<file path="config.mk">
export PLATFORM = sky130hd
export DESIGN_NAME = lsu_mem_master
export DESIGN_NICKNAME = d
export VERILOG_FILES = /design/src/rtl/lsu_mem_master.sv
export SDC_FILE = /design/constraint.sdc
export NUM_CORES = 1
export LEC_CHECK = 0
export BUFFER_PORTS_ARGS = -buffer_cell sky130_fd_sc_hd__buf_2
export CORE_MARGIN = 2
export CORE_UTILIZATION = 53
export DETAILED_ROUTE_END_ITERATION = 7
export GPL_TIMING_DRIVEN = 0
export PLACE_DENSITY = 0.86
export SYNTH_ARGS = -nofsm -noshare
export SYNTH_HDL_FRONTEND = slang
export SYNTH_SLANG_ARGS = --single-unit
</file>
<file path="constraint.sdc">
create_clock -name clk -period 4.3 [get_ports clk]
set_clock_uncertainty 0.2 [all_clocks]
set_input_delay 1.29 -clock clk [delete_from_list [all_inputs] [get_ports clk]]
set_output_delay 1.29 -clock clk [all_outputs]
set_load 0.05 [all_outputs]
</file>
<file path="src/rtl/lsu_mem_master.sv">
// Load/store initiator between the core datapath and a byte-enabled word memory.
// It handles one request at a time. A request whose bytes cross a word boundary
// becomes two word accesses. Load data is lane-shifted and extended before it is
// returned over a valid/ready response. The memory strobes, address, data and byte
// enables are decoded from the FSM state only, so an async reset removes them at once.
module lsu_mem_master #(
  parameter int unsigned SPLIT_MISALIGNED = 1
) (
  input  logic        clk,
  input  logic        rst_n,
  input  logic        req_valid,
  output logic        req_ready,
  input  logic        req_write,
  input  logic [2:0]  req_funct3,
  input  logic [31:0] req_addr,
  input  logic [31:0] req_wdata,
  output logic        resp_valid,
  input  logic        resp_ready,
  output logic [31:0] resp_rdata,
  output logic        resp_err,
  output logic        mem_read,
  output logic        mem_write,
  output logic [31:0] mem_addr,
  output logic [31:0] mem_wdata,
  output logic [3:0]  mem_byte_enable,
  input  logic [31:0] mem_rdata
);

  localparam logic [1:0] S_IDLE = 2'd0;
  localparam logic [1:0] S_ACC0 = 2'd1;
  localparam logic [1:0] S_ACC1 = 2'd2;
  localparam logic [1:0] S_RESP = 2'd3;

  // Width code is taken from funct3[1:0]: 00 byte, 01 half, anything else word.
  function automatic logic [7:0] be8_f(input logic [1:0] w, input logic [1:0] off);
    logic [7:0] m;
    case (w)
      2'b00:   m = 8'h01;
      2'b01:   m = 8'h03;
      default: m = 8'h0F;
    endcase
    return m << off;
  endfunction

  function automatic logic cross_f(input logic [1:0] w, input logic [1:0] off);
    logic [2:0] sz;
    case (w)
      2'b00:   sz = 3'd1;
      2'b01:   sz = 3'd2;
      default: sz = 3'd4;
    endcase
    return ({1'b0, off} + sz) > 3'd4;
  endfunction

  function automatic logic illegal_f(input logic [2:0] f3, input logic wr, input logic [1:0] off);
    logic bad;
    bad = (f3 == 3'b011) || (f3[2:1] == 2'b11) || (wr && f3[2]);
    if (SPLIT_MISALIGNED == 0) bad = bad || cross_f(f3[1:0], off);
    return bad;
  endfunction

  logic [1:0]  state_q, state_d;
  logic [31:0] addr_q, addr_d;
  logic [31:0] wdata_q, wdata_d;
  logic [2:0]  f3_q, f3_d;
  logic        write_q, write_d;
  logic        err_q, err_d;
  logic [31:0] lo_q, lo_d;
  // The second word only ever supplies its low three bytes, because
  // a crossing access reaches at most three bytes into the next word.
  logic [23:0] hi_q, hi_d;

  logic [7:0]  be8;
  logic [63:0] wd64;
  logic [31:0] base;
  logic [31:0] r;
  logic [31:0] ext;

  assign be8  = be8_f(f3_q[1:0], addr_q[1:0]);
  assign wd64 = {32'b0, wdata_q} << {addr_q[1:0], 3'b000};
  assign base = {addr_q[31:2], 2'b00};

  // Next-state and request/read-data capture.
  always_comb begin
    state_d = state_q;
    addr_d  = addr_q;
    wdata_d = wdata_q;
    f3_d    = f3_q;
    write_d = write_q;
    err_d   = err_q;
    lo_d    = lo_q;
    hi_d    = hi_q;
    case (state_q)
      S_IDLE: if (req_valid) begin
        addr_d  = req_addr;
        wdata_d = req_wdata;
        f3_d    = req_funct3;
        write_d = req_write;
        err_d   = illegal_f(req_funct3, req_write, req_addr[1:0]);
        lo_d    = '0;
        hi_d    = '0;
        state_d = err_d ? S_RESP : S_ACC0;
      end
      S_ACC0: begin
        if (!write_q) lo_d = mem_rdata;
        state_d = cross_f(f3_q[1:0], addr_q[1:0]) ? S_ACC1 : S_RESP;
      end
      S_ACC1: begin
        if (!write_q) hi_d = mem_rdata[23:0];
        state_d = S_RESP;
      end
      default: if (resp_ready) state_d = S_IDLE;
    endcase
  end

  // State registers; reset drops any in-flight request without a response.
  always_ff @(posedge clk or negedge rst_n) begin
    if (!rst_n) begin
      state_q <= S_IDLE;
      addr_q  <= '0;
      wdata_q <= '0;
      f3_q    <= '0;
      write_q <= 1'b0;
      err_q   <= 1'b0;
      lo_q    <= '0;
      hi_q    <= '0;
    end else begin
      state_q <= state_d;
      addr_q  <= addr_d;
      wdata_q <= wdata_d;
      f3_q    <= f3_d;
      write_q <= write_d;
      err_q   <= err_d;
      lo_q    <= lo_d;
      hi_q    <= hi_d;
    end
  end

  // Realign the two captured words so that the addressed byte lands in lane 0.
  always_comb begin
    case (addr_q[1:0])
      2'd0:    r = lo_q;
      2'd1:    r = {hi_q[7:0],  lo_q[31:8]};
      2'd2:    r = {hi_q[15:0], lo_q[31:16]};
      default: r = {hi_q[23:0], lo_q[31:24]};
    endcase
  end

  // Sign or zero extension selected by the width code.
  always_comb begin
    case (f3_q)
      3'b000:  ext = {{24{r[7]}}, r[7:0]};
      3'b001:  ext = {{16{r[15]}}, r[15:0]};
      3'b100:  ext = {24'b0, r[7:0]};
      3'b101:  ext = {16'b0, r[15:0]};
      default: ext = r;
    endcase
  end

  assign req_ready  = (state_q == S_IDLE);
  assign resp_valid = (state_q == S_RESP);
  assign resp_err   = resp_valid && err_q;
  assign resp_rdata = (resp_valid && !err_q && !write_q) ? ext : 32'b0;

  // Memory-side outputs are driven in the access states only.
  always_comb begin
    mem_read        = 1'b0;
    mem_write       = 1'b0;
    mem_addr        = '0;
    mem_wdata       = '0;
    mem_byte_enable = '0;
    if (state_q == S_ACC0) begin
      mem_read        = !write_q;
      mem_write       = write_q;
      mem_addr        = base;
      mem_wdata       = wd64[31:0];
      mem_byte_enable = be8[3:0];
    end else if (state_q == S_ACC1) begin
      mem_read        = !write_q;
      mem_write       = write_q;
      mem_addr        = base + 32'd4;
      mem_wdata       = wd64[63:32];
      mem_byte_enable = be8[7:4];
    end
  end

endmodule
</file>
==> results of run 1 <==
[routing by layer]
metal / vias up / GRT usage
met4: 0 / 0.141
met1: 3552 / 0.391
li1: 3198 / -
met5: - / 0
met2: 492 / 0.518
met3: 78 / 0.0792
[state kept, by name, indices dropped and copies added (netlist names)]
name / cells
wdata_q: 32
state_q: 2
write_q: 1
lo_q: 32
err_q: 1
f3_q: 3
hi_q: 24
addr_q: 32
[critical path: stages, from the launching register on]
cell and delay, ns:
dfrtp_1 0.44, ha_1 0.30, nand3b_4 0.13, or3_4 0.43
buf_6 0.16, or4_1 0.49, a21oi_2 0.20, buf_6 0.18
[stage by stage]
stage	hold WS, ns	total power (W)	setup WS (ns)
detailed placement	0.260	0.00743	-0.0393
floorplan	0.234	0.00612	-0.101
CTS	0.275	0.00899	0.0116
global placement	0.250	0.00729	0.0233
finish	0.279	0.00913	0.0518
global route	0.289	0.00959	-0.0210
[where the power goes]
group	switching [W]	internal (W)
Combinational	0.00350	0.00182
Clock	0.000566	0.000878
Sequential	0.000602	0.00177
[kinds of logic after synthesis]
kind of cell,count (synthesis),share of synthesized area
buffers and inverters,87,0.0472
AOI/OAI and AO/OA,135,0.118
other,1,0.000491
muxes,133,0.232
adders and majority gates,8,0.0141
and+or+nand+nor,251,0.159
xor gates and xnor gates,11,0.0126
DFF,127,0.416
[area by class of cell]
| class | instances | area (µm²) |
|---|---|---|
| Timing Repair Buffer | 211 | 1140 |
| Buffer | 57 | 267 |
| Tap cell | 180 | 225 |
| Clock buffer | 18 | 439 |
| Fill cell | 1080 | 4300 |
| Sequential cell | 127 | 3180 |
| Clock inverter | 14 | 159 |
| Inverter | 27 | 101 |
| Multi-Input combinational cell | 540 | 4180 |
[worst max path at each step]
stage	to	slack [ns]	start	depth (start not counted)
2_1_floorplan	resp_rdata[16]	-0.10	state_q[0]	6
3_3_place_gp	wdata_q[8]	0.02	rst_n	1
3_5_place_dp	mem_wdata[17]	-0.04	state_q[1]	7
4_1_cts	mem_addr[30]	0.01	state_q[1]	8
5_1_grt	mem_addr[30]	-0.02	addr_q[2]	7
6_report	mem_addr[30]	0.05	addr_q[2]	7
[what timing repair did]
| action | 4_1_cts | 5_1_grt |
|---|---|---|
| resized for setup | 22 | 32 |
| setup buffers | 3 | 1 |
| pin swaps | 0 | 1 |
| endpoints found under the hold margin | 0 | 0 |
| endpoints found under the setup margin | 59 | 67 |
[synthesized netlist by cell type, types with 7 or more instances]
cell type and n:
dfrtp_1 127, nand2_1 112, mux2_2 72, nand3_1 41
clkbuf_1 33, mux2i_1 33, a21oi_1 28, mux4_2 28
inv_1 27, a22o_1 26, nor2_1 26, o21ai_0 23
buf_1 13, o31ai_1 13, o21ai_1 11, and3_1 10
nor2b_1 10, o22ai_1 10, or4_1 10, buf_2 9
xnor2_1 9, a221o_1 8, a22oi_1 8, ha_1 7
nor3_1 7, or3_1 7
==> run_results.csv, run 1 <==
group,metric,value,unit
global_routing,overflow,0,
routing,wl_met2,11600,µm
final_layout,fin_cells,1174,
sta,period_needed,4.25,ns
setup_path,timing.rr.end,"hi_q[20]",
hold_path,whs_endpoint,"lo_q[2]",
sta,hold_viol,0,
synth,ys_async_sr_fraction,1.00,
global_routing,antenna_found_initial,0,
floorplanning,rows,43,
hold_path,hp-class,"reg -> reg",
sta,max_freq,0.235,GHz
global_routing,grtUsageTotal,0.314,
floorplanning,dieArea,0.0154,mm²
placement,dpl.cell_count,1141,
routing,first_iter_violations,831,
final_layout,final_area,0.00969,mm²
final_layout,layout-drive-gt1-share,0.390,
synth,syn_area,0.00764,mm²
setup_path,start_kind,"flip-flop",
floorplanning,die_y,124,µm
synth,ys_seq_area_frac,0.416,
setup_path,crit_fanout,10,
placement,placed_area,0.00893,mm²
floorplanning,die_x,124,µm
pwr,p_per_area,942,mW/mm²
routing,ant_nets,0,
sta,fin_crit_sh,0.988,
clocking,numCtsBuffers,17,
global_routing,grt_pass1_wl,36200,µm
sta,setup_viol,0,
final_layout,utilization,0.693,
global_routing,grt_max_degree,81,
placement,gp_congestion,0.949,
placement,post-dp-hpwl,16800,µm
global_routing,grt_pass1_vias,7014,
clocking,cts_max_level,4,
pwr,ir_drop,0.470,mV
routing,wl_per_cell,20.6,µm
pwr,power.leakage,4.67,nW
sta,tightest_slew,0.924,ns
clocking,cts_tree,"done",
setup_path,criticalPathCategory,"reg -> out",
routing,highest_layer,"met4",
hold_path,min_from,"lo_q[2]",
routing,routed_via_density,6.24,
sta,rsz0062_at_grt,"true",
synth,synth_ff_type,"dfrtp_1",
setup_path,r2r_cells,7,
flow_run,maxCapViolations,0,
sta,fin_setup_tns,0,ns
clocking,clock_path_buffers,2,
clocking,cts.clk_slew.worst_paths,0.06,ns
clocking,cts_sinks,127,
synth,ys_warn_count,0,
routing,drt_wl_total,24100,µm
synth,synth.area.top_cells,"dfrtp_1 42%, mux2_2 11%, mux4_2 8.3%",
final_layout,fin_nets,1093,
clocking,cts-root-buf,"clkbuf_16",
routing,wl_met1,9180,µm
synth,avgSynthCellArea,10.1,µm²
final_layout,n_antenna_cell,0,
sta,max_slew_margin,0.383,
clocking,holdBufCountCts,0,
clocking,clk_latency,0.42,ns
synth,synth-edff-count,0,
setup_path,r2r-start,"state_q[0]",
setup_path,worstPathRequired,2.81,ns
final_layout,final_cell_mix,"199 x buf_2, 127 x dfrtp_1, 111 x nand2_1",
routing,firstDrtPassIters,6,
sta,drv_slew,0,
outcome,outcome,"complete, no violations",
setup_path,cp_data_arrival_time,2.76,ns
setup_path,end_kind,"output pin",
synth,synth_top_area_frac,0.416,
floorplanning,start_util,0.546,
routing,met3WireLength,2570,µm
final_layout,area_delta_synth_final,26.9,%
placement,numPortBuffers,206,
floorplanning,core,0.0140,mm²
synth,synthCells,753,
setup_path,rrSetupSlack,1.39,ns
synth,ys_seq_elements,127,
floorplanning,io_pins,209,
synth,synth_top_cell_by_area,"dfrtp_1",
routing,remaining_drc_errors,0,
routing,via_count,7320,
hold_path,min_path_cells,2,
final_layout,final_common_cell,"buf_2",
synth,synth_cell_type_count,53,
(Power assumes the default switching activity.)
==> inputs of run 2 (changes only) <==
==> constraint.sdc (replaced) <==
create_clock -name clk -period 4.2 [get_ports clk]
set_clock_uncertainty 0.2 [all_clocks]
set_input_delay 1.26 -clock clk [delete_from_list [all_inputs] [get_ports clk]]
set_output_delay 1.26 -clock clk [all_outputs]
set_load 0.05 [all_outputs]
==> run 2 against run 1 <==
Effect of this change:
- setup slack worse by 0.021 ns
- die area stayed put
- wire length is 1.9% higher
- combinational power increased by 3%
- cell count is 0.43% higher
- global-route usage rose by 0.069 points
- design area rose by 0.77%
- critical path type unchanged
- first-iteration DRC count grew 4.0%
- sequential power increased by 3%
- count of clock-buffer cells in the layout unchanged
- hold slack gained 0.00096 ns
- clock power up 3%
==> run_results.csv, run 2 (same netlist as run 1, synthesis figures left out) <==
group,metric,value,unit
routing,drt_wl_total,24600,µm
global_routing,grt_pass1_vias,7021,
placement,post-dp-hpwl,16800,µm
setup_path,start_kind,"flip-flop",
final_layout,n_antenna_cell,0,
hold_path,whs_endpoint,"lo_q[5]",
clocking,clk_latency,0.42,ns
final_layout,final_area,0.00977,mm²
floorplanning,dieArea,0.0154,mm²
final_layout,area_delta_synth_final,27.8,%
floorplanning,die_y,124,µm
sta,max_slew_margin,0.364,
final_layout,top_regs,"addr_q: 32 flops, lo_q: 32 flops, wdata_q: 32 flops",
clocking,cts.clk_slew.worst_paths,0.06,ns
routing,remaining_drc_errors,0,
sta,fin_ws,0.0311,ns
floorplanning,start_util,0.546,
sta,hold_viol,0,
pwr,p_per_area,963,mW/mm²
clocking,numCtsBuffers,17,
global_routing,overflow,0,
clocking,clock_path_buffers,2,
placement,place_ws,-0.109,ns
floorplanning,io_pins,209,
sta,setup_viol,0,
placement,gp_congestion,0.949,
sta,whs,0.280,ns
setup_path,criticalPathCategory,"reg -> out",
outcome,outcome,"complete, no violations",
floorplanning,die_x,124,µm
hold_path,min_from,"lo_q[5]",
sta,fin_crit_sh,0.993,
routing,routed_via_density,6.27,
global_routing,grt_max_degree,81,
placement,placed_area,0.00893,mm²
hold_path,min_path_cells,2,
setup_path,end_kind,"output pin",
sta,tightest_slew,0.952,ns
global_routing,antenna_found_initial,0,
setup_path,crit_fanout,5,
placement,numPortBuffers,206,
pwr,ir_drop,0.485,mV
clocking,cts_tree,"done",
pwr,power.leakage,4.71,nW
floorplanning,core,0.0140,mm²
hold_path,hp-class,"reg -> reg",
global_routing,grt_pass1_wl,36200,µm
sta,rsz0062_at_grt,"true",
floorplanning,rows,43,
final_layout,final_common_cell,"buf_2",
clocking,cts_sinks,127,
clocking,cts_max_level,4,
setup_path,timing.rr.end,"hi_q[20]",
final_layout,layout-drive-gt1-share,0.398,
setup_path,cp_data_arrival_time,2.71,ns
setup_path,r2r_cells,7,
global_routing,grtUsageTotal,0.315,
routing,first_iter_violations,864,
final_layout,fin_nets,1098,
sta,drv_slew,0,
clocking,cts-root-buf,"clkbuf_16",
sta,max_freq,0.240,GHz
routing,firstDrtPassIters,6,
routing,ant_nets,0,
setup_path,r2r-start,"state_q[0]",
sta,period_needed,4.17,ns
setup_path,worstPathRequired,2.74,ns
routing,wl_per_cell,20.9,µm
final_layout,final_cell_mix,"193 x buf_2, 127 x dfrtp_1, 111 x nand2_1",
flow_run,maxCapViolations,0,
setup_path,rrSetupSlack,1.29,ns
routing,via_count,7387,
pwr,power.total,0.00940,W
run 2: cell count changes in the layout (fill, tap and decap cells not counted), moves of 2 or more:
cell      change
buf_4        +17
clkbuf_1      -2
buf_2         -6
a21oi_2       +3
clkbuf_2      +2
clkbuf_4      -6
a21oi_1       -3
run 2: area by class of cell:
cell class              instances  area [µm²]
clock buffers                  18         439
flip-flops and latches        127        3180
fillers                      1061        4220
repair buffers                216        1180
multi-input cells             540        4200
plain buffers                  57         277
well taps                     180         225
clock inverters                14         159
inverters                      27         101
run 2: metal layers:
metal | track usage | vias to the layer above | wire (µm)
met5 | 0 | - | 0
met4 | 0.137 | 0 | 826
met3 | 0.0788 | 92 | 2570
met2 | 0.523 | 513 | 12000
met1 | 0.391 | 3573 | 9240
li1 | - | 3209 | -
run 2: metrics by stage:
stage / cells / util / TNS, ns
after global placement: 1140 / 0.636 / -4.85
after floorplan: 754 / - / -1.02
final: 1179 / 0.698 / 0
after CTS: 1174 / 0.690 / 0
after global routing: 1179 / 0.698 / -0.126
after detailed placement: 1141 / 0.639 / -0.679
run 2: what timing repair did:
item | in CTS | in global routing
pin swaps | 0 | 4
endpoints found under the setup margin | 64 | 62
resized for setup | 34 | 38
hold buffers | 0 | 0
buffers inserted | 3 | 6
run 2: worst max path at each step:
| stage | start | slack, ns | depth (start not counted) | to |
|---|---|---|---|---|
| finish | state_q[0] | 0.03 | 6 | mem_addr[29] |
| detailed placement | state_q[1] | -0.11 | 7 | mem_wdata[17] |
| floorplan | state_q[0] | -0.17 | 6 | resp_rdata[16] |
| CTS | addr_q[2] | 0.002 | 7 | mem_addr[30] |
| global placement | rst_n | -0.05 | 1 | wdata_q[8] |
| global route | state_q[1] | -0.05 | 8 | resp_rdata[26] |
run 2: where the power goes:
group | switching (W) | total [W] | internal [W]
Sequential | 0.000622 | 0.00243 | 0.00181
Combinational | 0.00360 | 0.00549 | 0.00189
Clock | 0.000582 | 0.00148 | 0.000899
run 2: worst max-delay path: stages (launching register included):
cell and delay [ns]:
dfrtp_1 0.41, ha_2 0.22, nand4b_1 0.21, or3_4 0.46, or4_1 0.51, a21oi_1 0.21
clkbuf_4 0.27
